$ cat src/rtl/axicb_rr_arbiter_prio_if.sv
// Request/grant bundle between requesters and the priority round-robin arbiter.
// Latency: n/a (wires only).
// Backpressure: none; grants are held until the requester side pulses done.
interface axicb_rr_arbiter_prio_if #(
  parameter int REQ_NB = 4,
  parameter int PRIO_W = 2
);
  localparam int ID_W = $clog2(REQ_NB);

  logic                     en;
  logic [REQ_NB-1:0]        req;
  logic [REQ_NB*PRIO_W-1:0] prio;
  logic                     done;
  logic [REQ_NB-1:0]        grant;
  logic [ID_W-1:0]          grant_id;
  logic                     busy;

  // Requester side: drives requests and releases, observes the grant.
  modport master (
    output en, req, prio, done,
    input  grant, grant_id, busy
  );

  // Arbiter side.
  modport slave (
    input  en, req, prio, done,
    output grant, grant_id, busy
  );
endinterface

$ cat src/rtl/axicb_rr_arbiter_prio.sv
// Priority-level round-robin arbiter with a held (locked) grant.
// Latency: 1 cycle from request (or done) to registered grant.
// Backpressure: a grant is held until done; re-arbitration on done has no bubble.
module axicb_rr_arbiter_prio #(
  parameter int REQ_NB = 4,
  parameter int PRIO_W = 2
) (
  input  logic                  aclk,
  input  logic                  aresetn,
  input  logic                  srst,
  axicb_rr_arbiter_prio_if.slave arb
);
  localparam int ID_W   = $clog2(REQ_NB);
  localparam int LVL_NB = 2 ** PRIO_W;

  typedef enum logic {IDLE, LOCKED} state_e;

  state_e              state_q, state_d;
  logic [REQ_NB-1:0]   grant_q, grant_d;
  logic [ID_W-1:0]     id_q, id_d;
  logic [REQ_NB-1:0]   mask_q [LVL_NB];
  logic [REQ_NB-1:0]   mask_d [LVL_NB];

  logic [PRIO_W-1:0]   lvl;
  logic [REQ_NB-1:0]   cand;
  logic [REQ_NB-1:0]   masked;
  logic [ID_W-1:0]     sel;
  logic [REQ_NB-1:0]   sel_mask;
  logic                found;
  logic                do_arb;

  // Pick the active level, its candidates, the round-robin winner and the mask it leaves behind.
  always_comb begin
    lvl = '0;
    for (int i = 0; i < REQ_NB; i++) begin
      if (arb.req[i] && (arb.prio[i*PRIO_W +: PRIO_W] > lvl)) begin
        lvl = arb.prio[i*PRIO_W +: PRIO_W];
      end
    end

    cand = '0;
    for (int i = 0; i < REQ_NB; i++) begin
      cand[i] = arb.req[i] && (arb.prio[i*PRIO_W +: PRIO_W] == lvl);
    end
    masked = cand & mask_q[lvl];

    // Masked candidates win first; if the mask has passed all of them, wrap to the lowest one.
    sel   = '0;
    found = 1'b0;
    for (int i = 0; i < REQ_NB; i++) begin
      if (masked[i] && !found) begin
        sel   = ID_W'(i);
        found = 1'b1;
      end
    end
    for (int i = 0; i < REQ_NB; i++) begin
      if (cand[i] && !found) begin
        sel   = ID_W'(i);
        found = 1'b1;
      end
    end

    // Only indices above the winner stay eligible; winning the top index reopens everyone.
    sel_mask = '0;
    for (int j = 0; j < REQ_NB; j++) begin
      sel_mask[j] = (j > int'(sel));
    end
    if (sel == ID_W'(REQ_NB - 1)) begin
      sel_mask = '1;
    end
  end

  // Next-state: arbitrate from IDLE or on release, otherwise hold the lock or drop to IDLE.
  always_comb begin
    state_d = state_q;
    grant_d = grant_q;
    id_d    = id_q;
    mask_d  = mask_q;
    do_arb  = arb.en && (|arb.req) && ((state_q == IDLE) || arb.done);

    if (do_arb) begin
      state_d     = LOCKED;
      grant_d     = REQ_NB'(1) << sel;
      id_d        = sel;
      mask_d[lvl] = sel_mask;
    end else if ((state_q == LOCKED) && arb.done) begin
      state_d = IDLE;
      grant_d = '0;
      id_d    = '0;
    end
  end

  // State, grant and per-level masks; both resets restore the power-up picture.
  always_ff @(posedge aclk or negedge aresetn) begin
    if (!aresetn) begin
      state_q <= IDLE;
      grant_q <= '0;
      id_q    <= '0;
      for (int l = 0; l < LVL_NB; l++) mask_q[l] <= '1;
    end else if (srst) begin
      state_q <= IDLE;
      grant_q <= '0;
      id_q    <= '0;
      for (int l = 0; l < LVL_NB; l++) mask_q[l] <= '1;
    end else begin
      state_q <= state_d;
      grant_q <= grant_d;
      id_q    <= id_d;
      mask_q  <= mask_d;
    end
  end

  assign arb.grant    = grant_q;
  assign arb.grant_id = id_q;
  assign arb.busy     = (state_q == LOCKED);

endmodule

$ cat src/flat_wrapper.sv
// flat-port wrapper written by rule: the top's interface ports become plain ports
module axicb_rr_arbiter_prio_flat 
#(
  parameter int REQ_NB = 4,
  parameter int PRIO_W = 2
)
  (aclk, aresetn, srst, arb_en, arb_req, arb_prio, arb_done, arb_grant, arb_grant_id, arb_busy);
  axicb_rr_arbiter_prio_if #(.REQ_NB(REQ_NB), .PRIO_W(PRIO_W)) arb_i ();
  input  logic aclk;
  input  logic aresetn;
  input  logic srst;
  input wire logic [$bits(arb_i.en)-1:0] arb_en;
  input wire logic [$bits(arb_i.req)-1:0] arb_req;
  input wire logic [$bits(arb_i.prio)-1:0] arb_prio;
  input wire logic [$bits(arb_i.done)-1:0] arb_done;
  output wire logic [$bits(arb_i.grant)-1:0] arb_grant;
  output wire logic [$bits(arb_i.grant_id)-1:0] arb_grant_id;
  output wire logic [$bits(arb_i.busy)-1:0] arb_busy;
  assign arb_i.en = arb_en;
  assign arb_i.req = arb_req;
  assign arb_i.prio = arb_prio;
  assign arb_i.done = arb_done;
  assign arb_grant = arb_i.grant;
  assign arb_grant_id = arb_i.grant_id;
  assign arb_busy = arb_i.busy;
  axicb_rr_arbiter_prio #(.REQ_NB(REQ_NB), .PRIO_W(PRIO_W)) u_core (.aclk(aclk), .aresetn(aresetn), .srst(srst), .arb(arb_i));
endmodule
$ cat config.mk
export PLATFORM = sky130hd
export DESIGN_NAME = axicb_rr_arbiter_prio_flat
export DESIGN_NICKNAME = d
export VERILOG_FILES = /design/src/rtl/axicb_rr_arbiter_prio_if.sv /design/src/rtl/axicb_rr_arbiter_prio.sv /design/src/flat_wrapper.sv
export SDC_FILE = /design/constraint.sdc
export NUM_CORES = 1
export LEC_CHECK = 0
export ABC_AREA = 1
export CAP_MARGIN = 10
export CORE_UTILIZATION = 57
export CTS_BUF_LIST = sky130_fd_sc_hd__clkbuf_8
export CTS_CLUSTER_SIZE = 24
export DETAILED_ROUTE_END_ITERATION = 7
export PLACE_DENSITY = 0.91
export REMOVE_ABC_BUFFERS = 1
export SLEW_MARGIN = 0
export SYNTH_ARGS = -nofsm -noshare
export SYNTH_HDL_FRONTEND = slang
export SYNTH_SLANG_ARGS = --single-unit
$ cat constraint.sdc
create_clock -name aclk -period 2.6 [get_ports aclk]
set_clock_uncertainty 0.2 [all_clocks]
set_input_delay 0.26 -clock aclk [delete_from_list [all_inputs] [get_ports aclk]]
set_output_delay 0.26 -clock aclk [all_outputs]
set_load 0.02 [all_outputs]
==> run summary, run 1 <==
H-tree depth - 1
Gate Count Post-Synth - 253
Hold-fix buffers, CTS - 0
Starting Density - 60.0%
Simple-Gate Fraction of Synth Area - 43.2%
compound-gate portion of the synthesized area - 9.02%
TritonCTS buffer count - 3
Post-synth EDFFs - 0
Synth Area in XOR/XNOR - 0.482%
worst ep type - sequential cell input
Synth Register Bits - 23
largest family of logic cells by synthesized area - simple AND/OR/NAND/NOR gates
outcome - did not finish
Stopped at - global routing
Placed Area - 2420 µm²
Post-DP HPWL - 3910 µm
num rows - 20
FFs w/ async S/R, synth - 100%
chip width - 58.5 µm
Main synth FF type - dfstp_2
adder-cell share of the synthesized area - 5.51%
clock sinks - 23
Crit. endpoint post-GRT repair - u_core.mask_q[5]$_DFFE_PN1P_/D
Tool Error - [ERROR DPL-0038] Utilization greater than 100%, impossible to legalize
IO Port Bufs - 23
I/O pin count - 24
Syn Area/Cell - 7.19 µm²
gpl congestion - 0.923
post-synth design cell area - 1820 µm²
Netlist cell types - 31
Bufs on Longest Clock Path - 2
mux cell area share after synthesis - 0%
pin count of the biggest net entering global routing - 16
Synth Warn # - 0
Die Y - 58.5 µm
post-synthesis sequential area ratio - 32.8%
CTS root buf - clkbuf_8
[timing repair]
action                                  in CTS
pin swaps                                   39
endpoints found under the setup margin      22
setup buffers                               15
resized for setup                           75
[cell families after synthesis]
family / after synthesis
AND/OR/NAND/NOR: 155
buffers and inverters: 39
AO/OA/AOI/OAI: 27
flip-flops: 23
adder cells (fa/ha/maj): 8
XOR/XNOR: 1
[cell usage after synthesis (2+ instances only)]
| library cell | count | share of area, % |
|---|---|---|
| nand2_1 | 82 | 17 |
| inv_1 | 33 | 6.8 |
| nand3_1 | 20 | 5.5 |
| nand2_2 | 17 | 5.8 |
| dfstp_2 | 16 | 23 |
| nor2_1 | 14 | 2.9 |
| a21oi_1 | 9 | 2.5 |
| ha_1 | 8 | 5.5 |
| dfrtp_1 | 7 | 9.6 |
| o21ai_0 | 7 | 1.9 |
| nand2_4 | 4 | 2.5 |
| nor2_4 | 4 | 2.5 |
| inv_2 | 3 | 0.62 |
| nand3_2 | 3 | 1.7 |
| nor2_2 | 3 | 1.0 |
| o211ai_1 | 3 | 1.2 |
| or2_2 | 3 | 1.0 |
| nand3_4 | 2 | 1.9 |
| nand4_1 | 2 | 0.69 |
| o311ai_0 | 2 | 0.96 |
[stage by stage]
| step | setup TNS (ps) | setup slack (ps) | cells | hold WS (ps) |
|---|---|---|---|---|
| floorplan | -34900 | -1880 | 251 | -236 |
| global placement | -45710 | -2360 | 362 | 243 |
| detailed placement | -50550 | -2610 | 362 | 243 |
| CTS | -29310 | -1550 | 381 | 204 |
==> run 2, diff against run 1 <==
--- a/config.mk
+++ b/config.mk
@@ -7,11 +7,9 @@
 export LEC_CHECK = 0
 export ABC_AREA = 1
 export CAP_MARGIN = 10
-export CORE_UTILIZATION = 57
-export CTS_BUF_LIST = sky130_fd_sc_hd__clkbuf_8
-export CTS_CLUSTER_SIZE = 24
+export CORE_UTILIZATION = 40
 export DETAILED_ROUTE_END_ITERATION = 7
-export PLACE_DENSITY = 0.91
+export PLACE_DENSITY_LB_ADDON = 0.15
 export REMOVE_ABC_BUFFERS = 1
 export SLEW_MARGIN = 0
 export SYNTH_ARGS = -nofsm -noshare
==> run summary, run 2 <==
outcome - complete, but fails checks
failing checks - setup timing
placed cells - 375 (+3.6%)
Comb power frac - 61.8%
most common cell after layout, fill and taps aside - buf_4
via/cell ratio - 4.93
post-route ant nets - 0
unrepaired setup endpoints after global routing - true
FFs w/ async S/R, synth - 100% (unchanged)
compound-gate portion of the synthesized area - 9.02% (unchanged)
Synth Warn # - 0 (unchanged)
Crit Reg-Reg Endpoint - u_core.mask_q[13]
Final Max Tran Viols - 0
crit path launch - arb_req[0]
final hold vios - 0
Leak Pwr - 1.54 nW
routed len/inst - 13.6 µm
clock sinks - 23 (unchanged)
CP required - 2600 ps
Gate Count Post-Synth - 253 (unchanged)
area share of the leading cell type in the synthesized netlist - 23.1% (unchanged)
r2r startpoint - u_core.mask_q[6]
CP endpoint kind - flip-flop
Simple-Gate Fraction of Synth Area - 43.2% (unchanged)
R2R setup slack - 340 ps
Netlist cell types - 31 (unchanged)
Tot Pwr - 1.90 mW
Max stage delay on crit path - 280 ps
Worst-Skew Late Latency - 260 ps
Via Count - 1971
CP delay by family, top - simple AND/OR/NAND/NOR gates
reg2reg path depth - 16
fmax - 234 MHz
crit path max-delay cell type - ha_4
gpl congestion - 0.821 (-11%)
TritonCTS buffer count - 3 (unchanged)
vias in the first global route - 1977
core area - 4350 µm²
Die Y - 69.4 µm (+19%)
CTS root buf - clkbuf_8
Most flops, register - u_core.mask_q
Post-Route WL - 5440 µm
overall routing resource usage - 22.6%
fill cell count - 341
die footprint - 4820 µm²
Max-slew headroom - 70.4%
grt ovf - 0
chip width - 69.4 µm (+19%)
Post-DP HPWL - 3500 µm (-11%)
Detailed Routing Iterations Pass 1 - 4
IO Port Bufs - 23 (unchanged)
Post-synth EDFFs - 0 (unchanged)
synthesis-to-finish area growth - 71.4%
Starting Density - 41.8% (-18 points)
fin cells - 400
Switching Share - 42.0%
largest family of logic cells by synthesized area - simple AND/OR/NAND/NOR gates
num rows - 24 (+20%)
Seq pwr share - 26.5%
Clock transition at path regs - 80 ps
crit path capture - u_core.mask_q[13]
first-pass GRT wire length - 8750 µm
Critical Path Fanout Max - 5
WS Path Type - input pin to flip-flop
period utilisation layout - 164%
DR iter-0 viols - 88
PnR worst setup slack - -1670 ps
Post-synth top cells - nand2_1, inv_1, nand3_1
Bufs on Longest Clock Path - 2 (unchanged)
commonest cells after routing, fill and taps aside - buf_4, nand2_1, nand2_2
Worst Tran Pin Value - 442 ps
Syn Area/Cell - 7.19 µm² (unchanged)
Largest register FFs - 16
Max Cap Viol - 0
Tmin final - 4270 ps
P_int - 1.10 mW
initial antenna violation count - 0
worst path bufs/invs - 8
nets - 374
post-synth design cell area - 1820 µm² (unchanged)
mux cell area share after synthesis - 0% (unchanged)
adder-cell share of the synthesized area - 5.51% (unchanged)
final instance area - 3120 µm²
cell area power density - 608 nW/µm²
top-count cell post-synth - nand2_1
most used cell, CP - nand2_2
number of cells on the critical path - 38
Worst setup SP type - input pin
Worst Path Arrival - 4270 ps
Main synth FF type - dfstp_2
H-tree depth - 1 (unchanged)
Placed Area - 2450 µm² (+1.4%)
# setup viols final - 22
DRC viols - 0
proportion of layout cells with a drive suffix above 1 - 59.5%
Switch Pwr - 0.796 mW
Hold Path Class - input pin to asynchronous set/reset pin
dominant cell type by area after synthesis - dfstp_2
CTS tree - built
Synth Area in XOR/XNOR - 0.482% (unchanged)
maximum vdd drop - 0.000450 V
n_diodes - 0
Synth Register Bits - 23 (unchanged)
top post-synthesis cells by area - dfstp_2, nand2_1, dfrtp_1
I/O pin count - 24 (unchanged)
pin count of the biggest net entering global routing - 24
post-synthesis sequential area ratio - 32.8% (unchanged)
Clk pwr share - 11.7%
-- run 2: per-stage QoR --
step	TNS [ps]	setup slack (ps)	hold slack [ps]	utilization (%)
5_1_grt	-38280	-1940	181	71.6
2_1_floorplan	-34900	-1880	-236	-
3_5_place_dp	-48470	-2480	250	56.4
4_1_cts	-31440	-1580	156	66.4
6_report	-32920	-1670	145	71.6
3_3_place_gp	-47340	-2430	246	56.4
-- run 2: power groups by stage --
stage | Clock [mW] | Combinational (mW) | Sequential, mW
final | 0.222 | 1.17 | 0.501
after global placement | 0 | 0.739 | 0.495
after detailed placement | 0 | 0.748 | 0.497
after global routing | 0.238 | 1.27 | 0.505
after CTS | 0.226 | 1.01 | 0.491
after floorplan | 0 | 0.446 | 0.502
-- run 2: area by class of cell --
class                      count  area (µm²)  area share (%)
clock buffer                   4        45.0            1.45
inverter                      37         149            4.78
multi-input combinational    191        1460            46.7
sequential                    23         596            19.1
tap                           52        65.1            2.09
timing repair buffer          93         805            25.8
-- run 2: how the worst min path moves through the flow --
stage	from	to	depth (start not counted)
floorplan	aresetn	u_core.arb.busy	0
global placement	u_core.mask_q[15]	u_core.mask_q[15]	2
detailed placement	u_core.mask_q[15]	u_core.mask_q[15]	2
CTS	aresetn	u_core.arb.grant[1]	2
global route	aresetn	u_core.arb.grant[2]	2
finish	aresetn	u_core.arb.grant[1]	2
-- run 2: repair_timing --
| item | in CTS | in global routing |
|---|---|---|
| hold buffers | 0 | 0 |
| buffers inserted | 17 | 13 |
| gates resized for setup | 104 | 55 |
| pin swaps | 38 | 34 |
| endpoints found under the hold margin | 0 | 0 |
| endpoints found under the setup margin | 22 | 22 |
-- run 2: kinds of logic after synthesis --
logic type                 after synthesis
and+or+nand+nor                        155
DFF                                     23
xor gates and xnor gates                 1
adders and majority gates                8
AOI/OAI and AO/OA                       27
buffers and inverters                   39
-- run 2: routing by layer --
metal	wire [µm]	global-route usage (%)	up-vias
met5	0	0	-
met1	2330	27.8	942
met2	2890	41.2	28
met3	128	2.18	8
met4	93	7.03	0
li1	-	-	993
(Power assumes the default switching activity.)
